### config.mk
export PLATFORM = sky130hd
export DESIGN_NAME = fir_host
export DESIGN_NICKNAME = d
export VERILOG_FILES = /design/src/rtl/fir_host.sv
export SDC_FILE = /design/constraint.sdc
export NUM_CORES = 1
export LEC_CHECK = 0
export ABC_AREA = 1
export CELL_PAD_IN_SITES_DETAIL_PLACEMENT = 1
export CELL_PAD_IN_SITES_GLOBAL_PLACEMENT = 2
export CORE_UTILIZATION = 23
export CTS_CLUSTER_SIZE = 40
export DETAILED_ROUTE_END_ITERATION = 7
export MAX_ROUTING_LAYER = met4
export PLACE_DENSITY_LB_ADDON = 0.15
export SETUP_SLACK_MARGIN = 0.02
export SYNTH_ARGS = -nofsm -noshare
export SYNTH_HDL_FRONTEND = slang
export SYNTH_SLANG_ARGS = --single-unit
export TNS_END_PERCENT = 50
### constraint.sdc
create_clock -name axis_clk -period 5.85 [get_ports axis_clk]
set_clock_uncertainty 0.2 [all_clocks]
set_input_delay 0.585 -clock axis_clk [delete_from_list [all_inputs] [get_ports axis_clk]]
set_output_delay 0.585 -clock axis_clk [all_outputs]
set_load 0.1 [all_outputs]
### src/rtl/fir_host.sv
// fir_host: AXI-Lite / AXI-Stream host that programs an FIR core, streams a ramp through it and
// polls ap_done. Define FIR_HOST_TIMEOUT_EN to give up after 1024 unsuccessful status reads.
module fir_host #(
  parameter int unsigned pADDR_WIDTH = 12,
  parameter int unsigned pDATA_WIDTH = 32,
  parameter int unsigned Tape_Num    = 11,
  parameter int unsigned pDATA_LEN   = 600
) (
  input  logic                            axis_clk,
  input  logic                            axis_rst,
  input  logic                            start,
  input  logic [Tape_Num*pDATA_WIDTH-1:0] taps_flat,
  output logic                            busy,
  output logic                            done,
  output logic                            err,
  output logic [pDATA_WIDTH-1:0]          checksum,
  output logic                            awvalid,
  output logic [pADDR_WIDTH-1:0]          awaddr,
  input  logic                            awready,
  output logic                            wvalid,
  output logic [pDATA_WIDTH-1:0]          wdata,
  input  logic                            wready,
  output logic                            arvalid,
  output logic [pADDR_WIDTH-1:0]          araddr,
  input  logic                            arready,
  input  logic                            rvalid,
  input  logic [pDATA_WIDTH-1:0]          rdata,
  output logic                            rready,
  output logic                            ss_tvalid,
  output logic [pDATA_WIDTH-1:0]          ss_tdata,
  output logic                            ss_tlast,
  input  logic                            ss_tready,
  input  logic                            sm_tvalid,
  input  logic [pDATA_WIDTH-1:0]          sm_tdata,
  input  logic                            sm_tlast,
  output logic                            sm_tready
);

  localparam int unsigned TapW = (Tape_Num > 1) ? $clog2(Tape_Num) : 1;
  localparam logic [31:0] Len  = 32'(pDATA_LEN);

  typedef enum logic [2:0] {
    StIdle, StWrLen, StWrTap, StWrStart, StStream, StPoll, StDone
  } state_e;

  state_e                   state_q;
  logic                     busy_q, done_q, err_q;
  logic [pDATA_WIDTH-1:0]   checksum_q;
  logic                     awvalid_q, wvalid_q, arvalid_q, rready_q;
  logic [pADDR_WIDTH-1:0]   awaddr_q, araddr_q;
  logic [pDATA_WIDTH-1:0]   wdata_q;
  logic                     wr_act_q, aw_ok_q, w_ok_q;
  logic [TapW-1:0]          tap_idx_q;
  logic                     ss_tvalid_q, ss_tlast_q, sm_tready_q;
  logic [pDATA_WIDTH-1:0]   ss_tdata_q;
  logic [31:0]              in_cnt_q, out_cnt_q;
`ifdef FIR_HOST_TIMEOUT_EN
  logic [10:0]              rd_cnt_q;
`endif

  logic                     aw_hs, w_hs, aw_ok_d, w_ok_d, wr_cmp, wr_state;
  logic                     ss_hs, sm_hs;
  logic [31:0]              in_cnt_d, out_cnt_d;
  logic [pADDR_WIDTH-1:0]   wr_addr;
  logic [pDATA_WIDTH-1:0]   wr_data;
  logic [pDATA_WIDTH-1:0]   tap_arr [Tape_Num];
  logic                     unused_rdata;

  for (genvar gi = 0; gi < Tape_Num; gi++) begin : g_tap
    assign tap_arr[gi] = taps_flat[gi*pDATA_WIDTH +: pDATA_WIDTH];
  end

  // Only the ap_done bit of the status register matters here.
  assign unused_rdata = ^{rdata[pDATA_WIDTH-1:2], rdata[0]};

  assign wr_state  = (state_q == StWrLen) || (state_q == StWrTap) || (state_q == StWrStart);
  assign aw_hs     = awvalid_q & awready;
  assign w_hs      = wvalid_q & wready;
  assign aw_ok_d   = aw_ok_q | aw_hs;
  assign w_ok_d    = w_ok_q | w_hs;
  assign wr_cmp    = wr_state & wr_act_q & aw_ok_d & w_ok_d;
  assign ss_hs     = ss_tvalid_q & ss_tready;
  assign sm_hs     = sm_tready_q & sm_tvalid;
  assign in_cnt_d  = in_cnt_q + 32'(ss_hs);
  assign out_cnt_d = out_cnt_q + 32'(sm_hs);

  always_comb begin
    wr_addr = '0;
    wr_data = '0;
    case (state_q)
      StWrLen: begin
        wr_addr = pADDR_WIDTH'(32'h10);
        wr_data = pDATA_WIDTH'(pDATA_LEN);
      end
      StWrTap: begin
        wr_addr = pADDR_WIDTH'(32'h20 + 32'(tap_idx_q) * 32'd4);
        wr_data = tap_arr[tap_idx_q];
      end
      StWrStart: begin
        wr_addr = '0;
        wr_data = pDATA_WIDTH'(1);
      end
      default: ;
    endcase
  end

  always_ff @(posedge axis_clk) begin
    if (axis_rst) begin
      state_q     <= StIdle;
      busy_q      <= 1'b0;
      done_q      <= 1'b0;
      err_q       <= 1'b0;
      checksum_q  <= '0;
      awvalid_q   <= 1'b0;
      wvalid_q    <= 1'b0;
      arvalid_q   <= 1'b0;
      rready_q    <= 1'b0;
      awaddr_q    <= '0;
      araddr_q    <= '0;
      wdata_q     <= '0;
      wr_act_q    <= 1'b0;
      aw_ok_q     <= 1'b0;
      w_ok_q      <= 1'b0;
      tap_idx_q   <= '0;
      ss_tvalid_q <= 1'b0;
      ss_tlast_q  <= 1'b0;
      ss_tdata_q  <= '0;
      sm_tready_q <= 1'b0;
      in_cnt_q    <= '0;
      out_cnt_q   <= '0;
`ifdef FIR_HOST_TIMEOUT_EN
      rd_cnt_q    <= '0;
`endif
    end else begin
      done_q <= 1'b0;
      if (aw_hs) awvalid_q <= 1'b0;
      if (w_hs)  wvalid_q  <= 1'b0;

      // Shared write engine: issue, then wait for both channels, then idle one cycle.
      if (wr_state) begin
        if (!wr_act_q) begin
          wr_act_q  <= 1'b1;
          awvalid_q <= 1'b1;
          wvalid_q  <= 1'b1;
          awaddr_q  <= wr_addr;
          wdata_q   <= wr_data;
          aw_ok_q   <= 1'b0;
          w_ok_q    <= 1'b0;
        end else if (wr_cmp) begin
          wr_act_q <= 1'b0;
          aw_ok_q  <= 1'b0;
          w_ok_q   <= 1'b0;
        end else begin
          aw_ok_q <= aw_ok_d;
          w_ok_q  <= w_ok_d;
        end
      end

      case (state_q)
        StIdle: begin
          if (start) begin
            state_q    <= StWrLen;
            busy_q     <= 1'b1;
            checksum_q <= '0;
            err_q      <= 1'b0;
            tap_idx_q  <= '0;
            in_cnt_q   <= '0;
            out_cnt_q  <= '0;
          end
        end
        StWrLen: if (wr_cmp) state_q <= StWrTap;
        StWrTap: begin
          if (wr_cmp) begin
            if (tap_idx_q == TapW'(Tape_Num - 1)) state_q <= StWrStart;
            else tap_idx_q <= tap_idx_q + 1'b1;
          end
        end
        StWrStart: begin
          if (wr_cmp) begin
            state_q     <= StStream;
            ss_tvalid_q <= (Len != 32'd0);
            ss_tdata_q  <= '0;
            ss_tlast_q  <= (Len == 32'd1);
            sm_tready_q <= 1'b1;
          end
        end
        StStream: begin
          if (ss_hs) begin
            in_cnt_q <= in_cnt_d;
            if (in_cnt_d == Len) begin
              ss_tvalid_q <= 1'b0;
              ss_tlast_q  <= 1'b0;
            end else begin
              ss_tdata_q <= pDATA_WIDTH'(in_cnt_d);
              ss_tlast_q <= (in_cnt_d == Len - 32'd1);
            end
          end
          if (sm_hs) begin
            out_cnt_q  <= out_cnt_d;
            checksum_q <= checksum_q + sm_tdata;
            if (sm_tlast != (out_cnt_q == Len - 32'd1)) err_q <= 1'b1;
            if (out_cnt_d == Len) sm_tready_q <= 1'b0;
          end
          if (in_cnt_d == Len && out_cnt_d == Len) begin
            state_q     <= StPoll;
            sm_tready_q <= 1'b0;
            arvalid_q   <= 1'b1;
            araddr_q    <= '0;
            rready_q    <= 1'b1;
`ifdef FIR_HOST_TIMEOUT_EN
            rd_cnt_q    <= 11'd1;
`endif
          end
        end
        StPoll: begin
          if (arvalid_q && arready) arvalid_q <= 1'b0;
          if (rvalid && rready_q) begin
            if (rdata[1]) begin
              state_q  <= StDone;
              rready_q <= 1'b0;
              done_q   <= 1'b1;
            end
`ifdef FIR_HOST_TIMEOUT_EN
            else if (rd_cnt_q == 11'd1024) begin
              state_q  <= StDone;
              rready_q <= 1'b0;
              done_q   <= 1'b1;
              err_q    <= 1'b1;
            end
`endif
            else begin
              arvalid_q <= 1'b1;
`ifdef FIR_HOST_TIMEOUT_EN
              rd_cnt_q  <= rd_cnt_q + 11'd1;
`endif
            end
          end
        end
        StDone: begin
          state_q <= StIdle;
          busy_q  <= 1'b0;
        end
        default: state_q <= StIdle;
      endcase
    end
  end

  assign busy      = busy_q;
  assign done      = done_q;
  assign err       = err_q;
  assign checksum  = checksum_q;
  assign awvalid   = awvalid_q;
  assign awaddr    = awaddr_q;
  assign wvalid    = wvalid_q;
  assign wdata     = wdata_q;
  assign arvalid   = arvalid_q;
  assign araddr    = araddr_q;
  assign rready    = rready_q;
  assign ss_tvalid = ss_tvalid_q;
  assign ss_tdata  = ss_tdata_q;
  assign ss_tlast  = ss_tlast_q;
  assign sm_tready = sm_tready_q;

endmodule

==> results.py <==
metrics = {
    "power": {
        "peakVddDrop_uv": 188.4,
        "switching_share": 0.5152,
        "intPower_w": 0.002930,
        "p_comb_frac": 0.530,
        "switching_power_w": 0.003114,
        "pwr-share-seq": 0.267,
        "leakage_nw": 7.287,
        "clkPwrFrac": 0.204,
        "p_per_area_nw_per_um2": 304.8,
    },
    "route": {
        "first_iter_violations": 827,
        "ant_nets": 0,
        "drt_pass1_iterations": 5,
        "vias": 17183,
        "wl_mm": 77.33,
        "wire_per_inst_um": 22.38,
        "via_per_inst": 4.973,
        "drc": 0,
    },
    "timing": {
        "hold_viol": 0,
        "rsz0062_at_grt": "no",
        "worst_slew_pin_slew_ns": 1.176,
        "fin_crit_sh": 0.6542,
        "slew-limit-headroom": 0.2132,
        "setup_tns_ns": 0,
        "maxSlewViolCount": 0,
        "fin_crit_ns": 3.827,
        "setup_viol": 0,
        "timing.fmax_mhz": 261.3,
    },
    "clock_network": {
        "clock_sinks": 185,
        "cts_hold_buf": 0,
        "cts_resized": 0,
        "cts_tree": "built",
        "cts-root-buf": "clkbuf_16",
        "clk_latency_ns": 0.51,
        "cts.clk_slew.worst_paths_ns": 0.08,
        "cts_max_level": 4,
        "cts_buffers": 17,
        "cts_max_path_buffers": 2,
        "cts_setup_buffers": 0,
    },
    "outcome": {
        "status": "finished, final reports clean",
    },
    "worst_setup_path": {
        "worstSetupPathType": "register to register",
        "crit_buf_inv": 5,
        "reg2reg_slack_ns": 2.02,
        "crit_slowest_cell": "inv_1",
        "r2r_cells": 11,
        "crit_path_max_incr_delay_ns": 0.86,
        "critPathCapture": "ss_tdata[24]$_SDFFE_PP0P_",
        "setup.worst_path.start": "state_q[2]$_SDFFE_PP0P_",
        "cp-end-kind": "register",
        "required_ns": 6.04,
        "start_kind": "register",
        "worstPathMaxFanout": 47,
        "cp_top_family": "buffers and inverters",
        "r2r_end": "ss_tdata[24]$_SDFFE_PP0P_",
        "crit_path_cell_trace": "inv_1, nor2_2, buf_4, inv_1, nor2_1, nor2_2, buf_4, inv_1, nor2_1, a21oi_1, nor2_1",
        "critPathArrivalTime_ns": 4.01,
        "rr_startpoint": "state_q[2]$_SDFFE_PP0P_",
        "worst-path-stages": 11,
    },
    "synthesis": {
        "synth-seq-cells": 185,
        "syn-cell-area_sq_um": 13520,
        "synth_edf_count": 0,
        "yosysWarnings": 0,
        "ys_async_sr_fraction": 0,
        "ys_seq_area_frac": 0.2739,
        "syn_inst": 2239,
        "syn_area_per_cell_sq_um": 6.039,
        "yosysUniqueCellTypes": 48,
        "synth_flop_cell": "dfxtp_1",
    },
    "grt": {
        "grt_pass1_vias": 18285,
        "grt_max_degree": 100,
        "grt_pass1_wl_mm": 115.7,
        "antenna_found_initial": 12,
        "overflow": 0,
        "grtUsageTotal": 0.2658,
    },
    "floorplan": {
        "die_h_um": 244.5,
        "rows": 88,
        "initial_utilization": 0.2335,
        "fp.coreArea_sq_um": 57920,
        "die_w_um": 244.5,
        "io_pins": 556,
        "die_area_sq_um": 59760,
    },
    "placed_design": {
        "globalplace.congestion": 0.9318,
        "dpl.hpwl_mm": 60.68,
        "port_buffers": 505,
    },
    "finish": {
        "final_cell_mix": "nand2_1 (606), clkdlybuf4s50_1 (502), nor2_1 (340)",
        "drive_gt1_frac": 0.03471,
        "fin_util": 0.3424,
        "nNetsFinal": 3130,
        "syn2layout_area_growth_pct": 46.66,
        "final_common_cell": "nand2_1",
    },
    "job": {
        "cap_violations": 0,
    },
    "min_path": {
        "hp-class": "input port to register",
    },
}
-- area by class of cell --
cell class / instances / area (sq um)
fillers: 7408 / 38090
multi-input cells: 1802 / 8811
repair buffers: 524 / 5206
flip-flops and latches: 185 / 3709
well taps: 765 / 957.2
inverters: 136 / 513.0
clock buffers: 17 / 425.4
clock inverters: 15 / 180.2
diodes: 11 / 27.53
-- kinds of logic (layout without fill, tap and decap cells) --
kind of cell,after synthesis,after routing,synth area share
buf+inv,270,692,0.08199
simple gates,1095,1095,0.3304
compound gates,631,631,0.2654
fa+ha+maj,38,38,0.03572
flops,185,185,0.2739
other cells,1,30,0.0002774
xor+xnor,19,19,0.01231
-- routing by layer --
layer  track usage  wire length, um
met3       0.05751             4256
met1        0.3224            34930
met2        0.4398            36670
met4       0.07665             1469
met5             -                0
-- metrics by stage --
step | setup slack, ns | hold slack (ns) | instance area, sq um | std cells | total power (W)
6_report | 2.023 | 0.2408 | 19830 | 3455 | 0.006043
5_1_grt | 1.565 | 0.2458 | 19830 | 3455 | 0.006430
4_1_cts | 1.954 | 0.2112 | 19800 | 3444 | 0.006123
3_5_place_dp | 1.545 | 0.2567 | 19200 | 3412 | 0.004860
3_3_place_gp | 1.553 | 0.2514 | 19200 | 3412 | 0.004821
2_1_floorplan | 2.493 | 0.2442 | 13590 | 2257 | 0.003615
-- cells in the mapped netlist (all sizes together), types with 7 or more instances --
cell     count  area share
a221oi      50       0.032
buf         30       0.015
xor2        12      0.0078
nand4       18      0.0083
nor3        14      0.0052
a32o        27       0.020
nand3       56       0.021
o21ai      263       0.097
clkbuf     104       0.029
nor2       360        0.11
xnor2        7      0.0045
a21oi      253       0.094
nand3b      25       0.014
dfxtp      185        0.27
inv        133       0.037
ha          37       0.034
o2111ai     12      0.0078
nand2      613        0.17
-- flip-flops by register name, indices dropped and copies added, names as in the netlist, 3 cells and up --
| signal | cells |
|---|---|
| state_q | 3 |
| tap_idx_q | 4 |
| out_cnt_q | 32 |
| ss_tdata | 32 |
| awaddr | 5 |
| checksum | 32 |
| in_cnt_q | 32 |
| wdata | 32 |
-- how the worst min path moves through the flow --
stage	cells past startpoint	to	slack (ns)	startpoint
6_report	2	ss_tdata[29]$_SDFFE_PP0P_	0.24	axis_rst
5_1_grt	2	ss_tdata[13]$_SDFFE_PP0P_	0.25	axis_rst
4_1_cts	2	ss_tdata[29]$_SDFFE_PP0P_	0.21	axis_rst
3_5_place_dp	2	wdata[11]$_SDFFE_PP0P_	0.26	wdata[11]$_SDFFE_PP0P_
3_3_place_gp	2	awaddr[2]$_SDFFE_PP0P_	0.25	awaddr[2]$_SDFFE_PP0P_
2_1_floorplan	2	aw_ok_q$_SDFFE_PP0N_	0.24	aw_ok_q$_SDFFE_PP0N_
-- power groups by stage --
stage / combinational [W] / clock, W / sequential [W]
2_1_floorplan: 0.00149 / 0 / 0.00213
4_1_cts: 0.00323 / 0.00128 / 0.00162
3_3_place_gp: 0.00318 / 0 / 0.00164
5_1_grt: 0.00347 / 0.00132 / 0.00164
6_report: 0.00320 / 0.00123 / 0.00161
3_5_place_dp: 0.00322 / 0 / 0.00164
Note: power is estimated with default switching activity, not from simulation.
